## src/rtl/tone_timer_ctrl_if.sv

```systemverilog
// Front-panel signal bundle for tone_timer_ctrl: raw pushbuttons in,
// buzzer / LED / 1 Hz outputs back to the board.
interface tone_timer_ctrl_if #(
   parameter int NUM_SEL = 3,
   parameter int SEL_W   = 2
);
   logic [NUM_SEL-1:0] freq;
   logic               reset_button;
   logic               clk_1Hz;
   logic               buzzer;
   logic               active;
   logic [SEL_W-1:0]   tone_sel;

   // Board/panel side: drives the buttons, observes the outputs
   modport master (
      output freq,
      output reset_button,
      input  clk_1Hz,
      input  buzzer,
      input  active,
      input  tone_sel
   );

   // Controller side
   modport slave (
      input  freq,
      input  reset_button,
      output clk_1Hz,
      output buzzer,
      output active,
      output tone_sel
   );
endinterface

```

## src/rtl/tone_timer_ctrl.sv

```systemverilog
// Front-panel tone controller: debounces NUM_SEL tone buttons plus a stop
// button, runs an IDLE/RUN machine and drives a buzzer square wave whose
// half-period is TONE_HALF_BASE >> tone_sel. A free-running 1 Hz square wave
// is produced alongside and can gate the tone when BEEP_MODE = 1.
module tone_timer_ctrl #(
   parameter int CLK_HZ         = 50_000_000,
   parameter int NUM_SEL        = 3,
   parameter int SEL_W          = 2,
   parameter int DB_CYCLES      = 1_000_000,
   parameter int TONE_HALF_BASE = 25_000,
   parameter int BEEP_MODE      = 0
) (
   input  logic             clk_50MHz,
   input  logic             reset,
   tone_timer_ctrl_if.slave bus
);

   localparam int NB   = NUM_SEL + 1;
   localparam int DB_W = (DB_CYCLES > 1) ? $clog2(DB_CYCLES) : 1;
   localparam int TC_W = $clog2(TONE_HALF_BASE + 1);
   localparam int HZ_W = $clog2(CLK_HZ / 2 + 1);

   localparam logic [DB_W-1:0] DB_LAST   = DB_W'(DB_CYCLES - 1);
   localparam logic [TC_W-1:0] HALF_BASE = TC_W'(TONE_HALF_BASE);
   localparam logic [HZ_W-1:0] HZ_LAST   = HZ_W'(CLK_HZ / 2 - 1);

   typedef enum logic {
      S_IDLE = 1'b0,
      S_RUN  = 1'b1
   } state_t;

   // Button path: bit NUM_SEL is the stop button, lower bits are tone selects
   logic [NB-1:0]    w_raw;
   logic [NB-1:0]    r_sync1;
   logic [NB-1:0]    r_sync2;
   logic [NB-1:0]    r_deb;
   logic [NB-1:0]    r_deb_q;
   logic [NB-1:0]    r_press;
   logic [DB_W-1:0]  r_db_cnt [NB];

   // Control
   state_t           r_state;
   state_t           w_state_next;
   logic [SEL_W-1:0] r_tone_sel;
   logic [SEL_W-1:0] w_sel_next;
   logic             w_load;
   logic             w_stop;
   logic             w_pick_vld;
   logic [SEL_W-1:0] w_pick;

   // Tone and 1 Hz generators
   logic [TC_W-1:0]  r_tc;
   logic [TC_W-1:0]  w_tc_next;
   logic [TC_W-1:0]  w_half_last;
   logic             r_sq;
   logic             w_sq_next;
   logic             w_run_next;
   logic             w_tone_rst;
   logic [HZ_W-1:0]  r_hz_cnt;
   logic [HZ_W-1:0]  w_hz_next;
   logic             r_clk_1hz;
   logic             w_clk_1hz_next;
   logic             w_beep_gate;
   logic             r_buzzer;

   assign w_raw  = {bus.reset_button, bus.freq};
   assign w_stop = r_press[NUM_SEL];

   // Two-flop synchroniser for every raw button
   always_ff @(posedge clk_50MHz) begin
      if (!reset) begin
         r_sync1 <= '0;
         r_sync2 <= '0;
      end else begin
         r_sync1 <= w_raw;
         r_sync2 <= r_sync1;
      end
   end

   // Debounce: accept a new level only after DB_CYCLES consecutive differing samples
   always_ff @(posedge clk_50MHz) begin
      if (!reset) begin
         r_deb <= '0;
         for (int unsigned i = 0; i < NB; i++) begin
            r_db_cnt[i] <= '0;
         end
      end else begin
         for (int unsigned i = 0; i < NB; i++) begin
            if (r_sync2[i] == r_deb[i]) begin
               r_db_cnt[i] <= '0;
            end else if (r_db_cnt[i] == DB_LAST) begin
               r_deb[i]    <= r_sync2[i];
               r_db_cnt[i] <= '0;
            end else begin
               r_db_cnt[i] <= r_db_cnt[i] + DB_W'(1);
            end
         end
      end
   end

   // One-cycle press pulse on each debounced rising edge
   always_ff @(posedge clk_50MHz) begin
      if (!reset) begin
         r_deb_q <= '0;
         r_press <= '0;
      end else begin
         r_deb_q <= r_deb;
         r_press <= r_deb & ~r_deb_q;
      end
   end

   // Lowest-index tone-select press wins
   always_comb begin
      w_pick_vld = 1'b0;
      w_pick     = '0;
      for (int unsigned i = 0; i < NUM_SEL; i++) begin
         if (r_press[i] && !w_pick_vld) begin
            w_pick_vld = 1'b1;
            w_pick     = SEL_W'(i);
         end
      end
   end

   // Next state: stop beats any select; re-pressing the running tone turns it off
   always_comb begin
      w_state_next = r_state;
      w_sel_next   = r_tone_sel;
      w_load       = 1'b0;
      case (r_state)
         S_IDLE: begin
            if (!w_stop && w_pick_vld) begin
               w_state_next = S_RUN;
               w_sel_next   = w_pick;
               w_load       = 1'b1;
            end
         end
         S_RUN: begin
            if (w_stop) begin
               w_state_next = S_IDLE;
            end else if (w_pick_vld) begin
               if (w_pick == r_tone_sel) begin
                  w_state_next = S_IDLE;
               end else begin
                  w_sel_next = w_pick;
                  w_load     = 1'b1;
               end
            end
         end
         default: w_state_next = S_IDLE;
      endcase
   end

   // State and selected-tone registers
   always_ff @(posedge clk_50MHz) begin
      if (!reset) begin
         r_state    <= S_IDLE;
         r_tone_sel <= '0;
      end else begin
         r_state    <= w_state_next;
         r_tone_sel <= w_sel_next;
      end
   end

   // Tone and 1 Hz next values; the tone restarts whenever it is idle or (re)loaded
   always_comb begin
      w_run_next  = (w_state_next == S_RUN);
      w_tone_rst  = !w_run_next || w_load;
      w_half_last = (HALF_BASE >> r_tone_sel) - TC_W'(1);
      w_tc_next   = r_tc + TC_W'(1);
      w_sq_next   = r_sq;
      if (w_tone_rst) begin
         w_tc_next = '0;
         w_sq_next = 1'b0;
      end else if (r_tc == w_half_last) begin
         w_tc_next = '0;
         w_sq_next = ~r_sq;
      end

      w_hz_next      = r_hz_cnt + HZ_W'(1);
      w_clk_1hz_next = r_clk_1hz;
      if (r_hz_cnt == HZ_LAST) begin
         w_hz_next      = '0;
         w_clk_1hz_next = ~r_clk_1hz;
      end

      w_beep_gate = (BEEP_MODE != 0) ? w_clk_1hz_next : 1'b1;
   end

   // Generator registers; buzzer is built from next values so it aligns with sq
   always_ff @(posedge clk_50MHz) begin
      if (!reset) begin
         r_tc      <= '0;
         r_sq      <= 1'b0;
         r_hz_cnt  <= '0;
         r_clk_1hz <= 1'b0;
         r_buzzer  <= 1'b0;
      end else begin
         r_tc      <= w_tc_next;
         r_sq      <= w_sq_next;
         r_hz_cnt  <= w_hz_next;
         r_clk_1hz <= w_clk_1hz_next;
         r_buzzer  <= w_sq_next & w_run_next & w_beep_gate;
      end
   end

   assign bus.clk_1Hz  = r_clk_1hz;
   assign bus.buzzer   = r_buzzer;
   assign bus.active   = (r_state == S_RUN);
   assign bus.tone_sel = r_tone_sel;

endmodule
```

## src/flat_wrapper.sv

```systemverilog
// flat-port wrapper written by rule: the top's interface ports become plain ports
module tone_timer_ctrl_flat 
#(
   parameter int CLK_HZ         = 50_000_000,
   parameter int NUM_SEL        = 3,
   parameter int SEL_W          = 2,
   parameter int DB_CYCLES      = 1_000_000,
   parameter int TONE_HALF_BASE = 25_000,
   parameter int BEEP_MODE      = 0
)
  (clk_50MHz, reset, bus_freq, bus_reset_button, bus_clk_1Hz, bus_buzzer, bus_active, bus_tone_sel);
  tone_timer_ctrl_if #(.NUM_SEL(NUM_SEL), .SEL_W(SEL_W)) bus_i ();
  input  logic clk_50MHz;
  input  logic reset;
  input wire logic [$bits(bus_i.freq)-1:0] bus_freq;
  input wire logic [$bits(bus_i.reset_button)-1:0] bus_reset_button;
  output wire logic [$bits(bus_i.clk_1Hz)-1:0] bus_clk_1Hz;
  output wire logic [$bits(bus_i.buzzer)-1:0] bus_buzzer;
  output wire logic [$bits(bus_i.active)-1:0] bus_active;
  output wire logic [$bits(bus_i.tone_sel)-1:0] bus_tone_sel;
  assign bus_i.freq = bus_freq;
  assign bus_i.reset_button = bus_reset_button;
  assign bus_clk_1Hz = bus_i.clk_1Hz;
  assign bus_buzzer = bus_i.buzzer;
  assign bus_active = bus_i.active;
  assign bus_tone_sel = bus_i.tone_sel;
  tone_timer_ctrl #(.CLK_HZ(CLK_HZ), .NUM_SEL(NUM_SEL), .SEL_W(SEL_W), .DB_CYCLES(DB_CYCLES), .TONE_HALF_BASE(TONE_HALF_BASE), .BEEP_MODE(BEEP_MODE)) u_core (.clk_50MHz(clk_50MHz), .reset(reset), .bus(bus_i));
endmodule
```

## config.mk

```make
export PLATFORM = sky130hd
export DESIGN_NAME = tone_timer_ctrl_flat
export DESIGN_NICKNAME = d
export VERILOG_FILES = /design/src/rtl/tone_timer_ctrl_if.sv /design/src/rtl/tone_timer_ctrl.sv /design/src/flat_wrapper.sv
export SDC_FILE = /design/constraint.sdc
export NUM_CORES = 1
export LEC_CHECK = 0
export BUFFER_PORTS_ARGS = -buffer_cell sky130_fd_sc_hd__buf_2
export CAP_MARGIN = 15
export CELL_PAD_IN_SITES_DETAIL_PLACEMENT = 1
export CELL_PAD_IN_SITES_GLOBAL_PLACEMENT = 2
export CORE_UTILIZATION = 42
export CTS_CLUSTER_SIZE = 28
export DETAILED_ROUTE_END_ITERATION = 7
export PLACE_DENSITY_LB_ADDON = 0.25
export SLEW_MARGIN = 20
export SYNTH_ARGS = -nofsm -noshare
export SYNTH_HDL_FRONTEND = slang
export SYNTH_SLANG_ARGS = --single-unit
export TNS_END_PERCENT = 30
```

## constraint.sdc

```tcl
create_clock -name clk_50MHz -period 2.47 [get_ports clk_50MHz]
set_input_delay 0.1235 -clock clk_50MHz [delete_from_list [all_inputs] [get_ports clk_50MHz]]
set_output_delay 0.1235 -clock clk_50MHz [all_outputs]
set_load 0.02 [all_outputs]
```

==> metrics, run 1 <==
status finished, final reports clean; Arr. time, crit path ~2.7 ns; Synth top area share around a third; Ports 11; clk buf depth 2; die span in y 132 um; Setup Crit Path Kind reg2reg; crit start category flop; Worst-path clk slew ~0.06 ns; Total GRT Usage ~18%; P_sw approximately 0.0012 W; sequential area share after synthesis a little over half; vias in the first global route 5,363; Post-Synthesis Cells roughly 710; synthesized area about 7100 um2; diode count 0; worst-margin pin slew 0.687 ns; largest area contributor in the netlist edfxtp_1; drt drc 0; Unique masters post-synth 47; antenna viol nets, final 0; combinational share of power 2.8%; Ys Warns 0; root buf cell clkbuf_16; Clk network pwr share between 50% and 60%; antenna violations before repair 0; critical path capture point type flop; r2r setup slk about 0.16 ns; CP max FO 5; first-pass GRT wire length 25.0 mm; Syn Area/Cell 10.0 um2; VDD IR-drop max about 0.5 mV; Reg2Reg Depth 7; starting density of the core about 43%; row count between 40 and 50; sequential fraction of design power 47.0%; Tot Pwr between 0.005 and 0.006 W; FF-to-FF End u_core.bus.buzzer; Final Setup Violations 0; Pwr per Cell Area 678 nW/um2; unrepaired setup endpoints after global routing no; FFs w/ async S/R, synth 0%; worst r2r src u_core.bus.tone_sel[0]; Core Area 16,500 um2; Pins Over Slew Limit 0; layout cell share with drive strength beyond 1 ~7.5%; final worst path period need between 2 and 2.5 ns; Hold Fails Final Rpt 0; Clock Skew around 0.0074 ns; pin count of the biggest net entering global routing 22; WHS Path Cells 3; WHS 0.130 ns; worst hold path type in2reg; Min-Delay Startpoint reset; slew margin rel. a little over half; Layout area overhead 19.0%; maxcap violations 0; CTS tree done; routed wire length 14.6 mm; buffers added on ports 10; Synth Flop Type edfxtp_1; post-DR wirelength/cell 13.9 um; die area ~17,000 um2; Fill cells between 1,500 and 2,000; Final nets approximately 830; TritonCTS Buffers 17; die width 132 um; internal power 0.00454 W; H-tree depth 4; area of the multi-input gates 3520 um2; achievable clock frequency between 400 and 500 MHz; hold endpoint u_core.bus.tone_sel[1]; Sw Share 20.8%; via count between 5,000 and 6,000; Sink Count between 100 and 150; #FFs+latches synth around 150; total grt overflow 0; Synth area leaders edfxtp_1 34%, dfxtp_1 19%, nor2_1 7.6%; EDFF count, synth 80; setup TNS 0 ns; CTS resizes 0; register area between 3000 and 4000 um2; Worst-Skew Late Latency between 0.4 and 0.5 ns; final cycle utilization of the critical path 93.5%; Placer Congestion about 0.75; 1st-iter DRT viols ~190; Leak Pwr slightly above 3 nW; DR pass1 iterations 5; post-CTS repair timing setup buffer count 0; HPWL after DPL between 10 and 15 mm; routed vias/inst approximately 5; Req. time, crit path between 2 and 3 ns
cells by family after synthesis:
group,after synthesis,synth area share (%)
buffers and inverters,34,2.15
other,1,0.0528
AND/OR/NAND/NOR,375,26.7
adder cells (fa/ha/maj),11,1.94
multiplexers,3,0.423
XOR/XNOR,115,14.2
flip-flops,146,52.4
AO/OA/AOI/OAI,23,2.08
worst max-delay path, cell delays in order, from the launching register on:
cell and delay [ns]:
dfxtp_1 0.34, inv_1 0.11, ha_1 0.36, or4b_1 0.47, a222oi_1 0.25, nand4_1 0.20, or3_1 0.37, a21boi_1 0.15
synth_stat cells, drive strengths merged (3+ instances only):
cell type / count
a21oi: 4
and2: 19
and3: 21
and4: 10
buf: 10
clkbuf: 7
dfxtp: 66
edfxtp: 80
ha: 11
inv: 17
mux2i: 3
nand2: 43
nand3: 47
nand3b: 4
nand4: 23
nand4bb: 3
nor2: 144
nor2b: 7
nor3: 19
nor4: 8
nor4b: 7
o21ai: 7
or3: 7
xnor2: 54
xor2: 61
sequential cells by signal, summed over array words and instances (netlist names):
register	cells
u_core.r_db_cnt	80
u_core.bus.tone_sel	2
u_core.r_press	4
u_core.bus.clk_1Hz	1
u_core.r_deb_q	4
u_core.r_deb	4
u_core.r_hz_cnt	25
u_core.r_tc	15
u_core.r_sq	1
u_core.bus.active	1
u_core.r_sync1	4
u_core.bus.buzzer	1
u_core.r_sync2	4
cell usage in the layout, fill, tap and decap left out, drive strengths merged, types with 11 or more instances in the layout:
cell type / count
nor3: 19
ha: 11
xor2: 61
dfxtp: 66
and2: 19
nand2: 43
clkbuf: 18
conb: 80
inv: 19
nor2: 144
nand4: 23
edfxtp: 80
buf: 24
nand3: 47
and3: 21
xnor2: 54
per-layer routing:
layer,part of all wire [%],global-route usage [%],routed length [um]
met4,1.5,6.07,212
met2,50,31.2,7290
met5,0,0,0
met3,2.5,4.54,358
met1,46,21.1,6730
how the worst max path moves through the flow:
stage | from | end | slack (ns) | cells past startpoint
floorplan | u_core.bus.tone_sel[1] | u_core.r_tc[11] | 0.02 | 8
global placement | u_core.r_db_cnt[0][2] | u_core.r_db_cnt[0][4] | 0.27 | 6
detailed placement | u_core.bus.tone_sel[0] | u_core.bus.buzzer | 0.17 | 7
CTS | u_core.bus.tone_sel[0] | u_core.bus.buzzer | 0.15 | 7
global route | u_core.bus.tone_sel[0] | u_core.r_sq | 0.01 | 7
finish | u_core.bus.tone_sel[0] | u_core.bus.buzzer | 0.16 | 7
cell type report:
cell class / instances / share of cell area (%)
clock buffers: 18 / 5.33
repair buffers: 28 / 2.46
clock inverters: 14 / 2.44
inverters: 17 / 0.755
multi-input cells: 607 / 41.7
flip-flops and latches: 146 / 44.1
well taps: 220 / 3.26
power by group through the flow:
stage	clock network (W)	registers (W)	logic (W)
after floorplan	0	0.00273	0.000118
final	0.00288	0.00269	0.000159
after global routing	0.00305	0.00270	0.000182
after global placement	0	0.00274	0.000144
after detailed placement	0	0.00275	0.000149
after CTS	0.00294	0.00269	0.000156
stage by stage:
step           utilization, %  area [um2]  std cells  worst slack (ns)
2_1_floorplan               -        7400        787            0.0236
3_3_place_gp             46.9        7750       1014             0.274
3_5_place_dp             46.9        7750       1014             0.169
4_1_cts                  51.1        8450       1050             0.153
5_1_grt                  51.1        8450       1050            0.0138
6_report                 51.1        8450       1050             0.161
repair_timing:
action	CTS	global route
endpoints found under the setup margin	0	0
hold endpoints to repair	4	0
hold buffers	4	0
No activity file was read; power rests on OpenSTA's default activity.
==> run 2: changes to the inputs <==
- clock period: 2.47 -> 2.25 ns (I/O delays scaled with it)
==> run 2 against run 1 <==
Via count rose by 0.69%. Clock skew rose by 0.0034 ns. Non-clock buffer count rose by 9. Global-route usage rose by 0.31 points. Fmax rose by 5.4%. Core utilization rose by 0.94 points. Largest cell class unchanged. Final area rose by 1.8%. Setup slack got worse by 0.10 ns. Sequential power rose by 9.7%. Register-to-register slack got worse by 0.10 ns. Power rose by 4.4%. Clock-buffer cell count rose by 6.
==> metrics, run 2 (synthesized netlist as in run 1, its figures left out) <==
critical path capture point type flop; pin count of the biggest net entering global routing 22; diode count 0; TritonCTS Buffers 17; antenna viol nets, final 0; Hold Fails Final Rpt 0; Leak Pwr roughly 3 nW; slew margin rel. a little under two thirds; status finished, final reports clean; crit start category flop; CP top delay family simple AND/OR/NAND/NOR gates; unrepaired setup endpoints after global routing yes; post-DR wirelength/cell 13.7 um; hold endpoint u_core.r_press[0]; Worst-path clk slew approximately 0.06 ns; routed wire length between 10 and 15 mm; Arr. time, crit path 2.54 ns; Min-Delay Startpoint u_core.r_deb_q[0]; DR pass1 iterations 4; Final nets around 840; routed vias/inst about 4.9; achievable clock frequency 456 MHz; Total GRT Usage between 10% and 20%; drt drc 0; total grt overflow 0; starting density of the core a little over two fifths; Setup Crit Path Kind reg2reg; worst-margin pin slew 0.544 ns; final core occ roughly 52%; maxcap violations 0; CP max FO 4; via count 5,227; buffers added on ports 10; die width approximately 130 um; Layout area overhead 21.2%; row count 47; antenna violations before repair 0; 1st-iter DRT viols between 100 and 150; die span in y between 100 and 150 um; first-pass GRT wire length ~25 mm; Placer Congestion 0.762; Ports 11; worst r2r src u_core.bus.tone_sel[0]; WHS Path Cells 1; worst hold path type reg2reg; r2r setup slk 0.06 ns; final cycle utilization of the critical path 97.4%; Req. time, crit path 2.60 ns; clk buf depth 2; HPWL after DPL 10.2 mm; CP peak stage delay 0.40 ns; root buf cell clkbuf_16; Clock Skew roughly 0.011 ns; post-route cell area 8600 um2; most frequent cells in the layout 142 x nor2_1, 80 x edfxtp_1, 80 x conb_1; CP Cell Sequence inv_2, buf_4, ha_4, or3_1, a222oi_1, nand4_1, or3_4, a21boi_2; Pins Over Slew Limit 0; max reg flops 80; H-tree depth 4; layout cell share with drive strength beyond 1 10.1%; WHS 0.385 ns; Final Setup Violations 0; vias in the first global route 5,542; Most flops, register u_core.r_db_cnt; VDD IR-drop max roughly 0.56 mV; Post-Place Cell Area approximately 7900 um2; Tot Pwr 0.00598 W; FF-to-FF End u_core.r_sq; CP Launch Point u_core.bus.tone_sel[0]; Worst-Skew Late Latency 0.42 ns; Reg2Reg Depth 8; Pwr per Cell Area just under 700 nW/um2; top flop regs u_core.r_db_cnt (80), u_core.r_hz_cnt (25), u_core.r_tc (15); Core Area between 15,000 and 20,000 um2; commonest non-fill, non-tap cell in the layout nor2_1; CTS tree done; final worst path period need roughly 2.2 ns; Slowest-stage cell, CP or3_4; Sink Count between 100 and 150; die area 17,400 um2; WP buf/inv 2
-- run 2: final cells by class --
type / count / area, um2
repair buffers: 37 / 319
flip-flops and latches: 146 / 3730
clock inverters: 7 / 67.6
clock buffers: 24 / 536
well taps: 220 / 275
fillers: 1865 / 7920
inverters: 17 / 63.8
multi-input cells: 607 / 3610
-- run 2: power by group --
group          internal, W  switching (W)
Clock              0.00177        0.00108
Sequential         0.00288      0.0000708
Combinational    0.0000780       0.000103
Total              0.00473        0.00125
-- run 2: repair_timing --
item,4_1_cts,5_1_grt
hold endpoints to repair,5,0
setup buffers,1,0
endpoints found under the setup margin,2,19
hold buffers,5,0
gates resized for setup,11,11
pin swaps,5,7
-- run 2: how the worst max path moves through the flow --
stage,to,slack (ns),cells after the start
after floorplan,u_core.r_tc[11],0.01,8
after global placement,u_core.bus.buzzer,0.10,7
after detailed placement,u_core.r_sq,-0.01,7
after CTS,u_core.r_sq,0.03,7
after global routing,u_core.bus.buzzer,-0.02,8
final,u_core.r_sq,0.06,8
-- run 2: per-stage QoR --
step / worst slack, ns / cells / setup TNS [ns]
detailed placement: -0.0119 / 1021 / -0.0119
floorplan: 0.0133 / 787 / 0
finish: 0.0594 / 1058 / 0
global placement: 0.104 / 1021 / 0
global route: -0.0157 / 1058 / -0.0310
CTS: 0.0259 / 1058 / 0
-- run 2: metal layers --
metal,GRT usage [%],up-vias,share of wire (%)
met3,3.96,25,2.1
li1,-,2618,-
met2,31.6,45,51
met4,8.40,0,2.1
met1,21.2,2539,45
met5,0,-,0
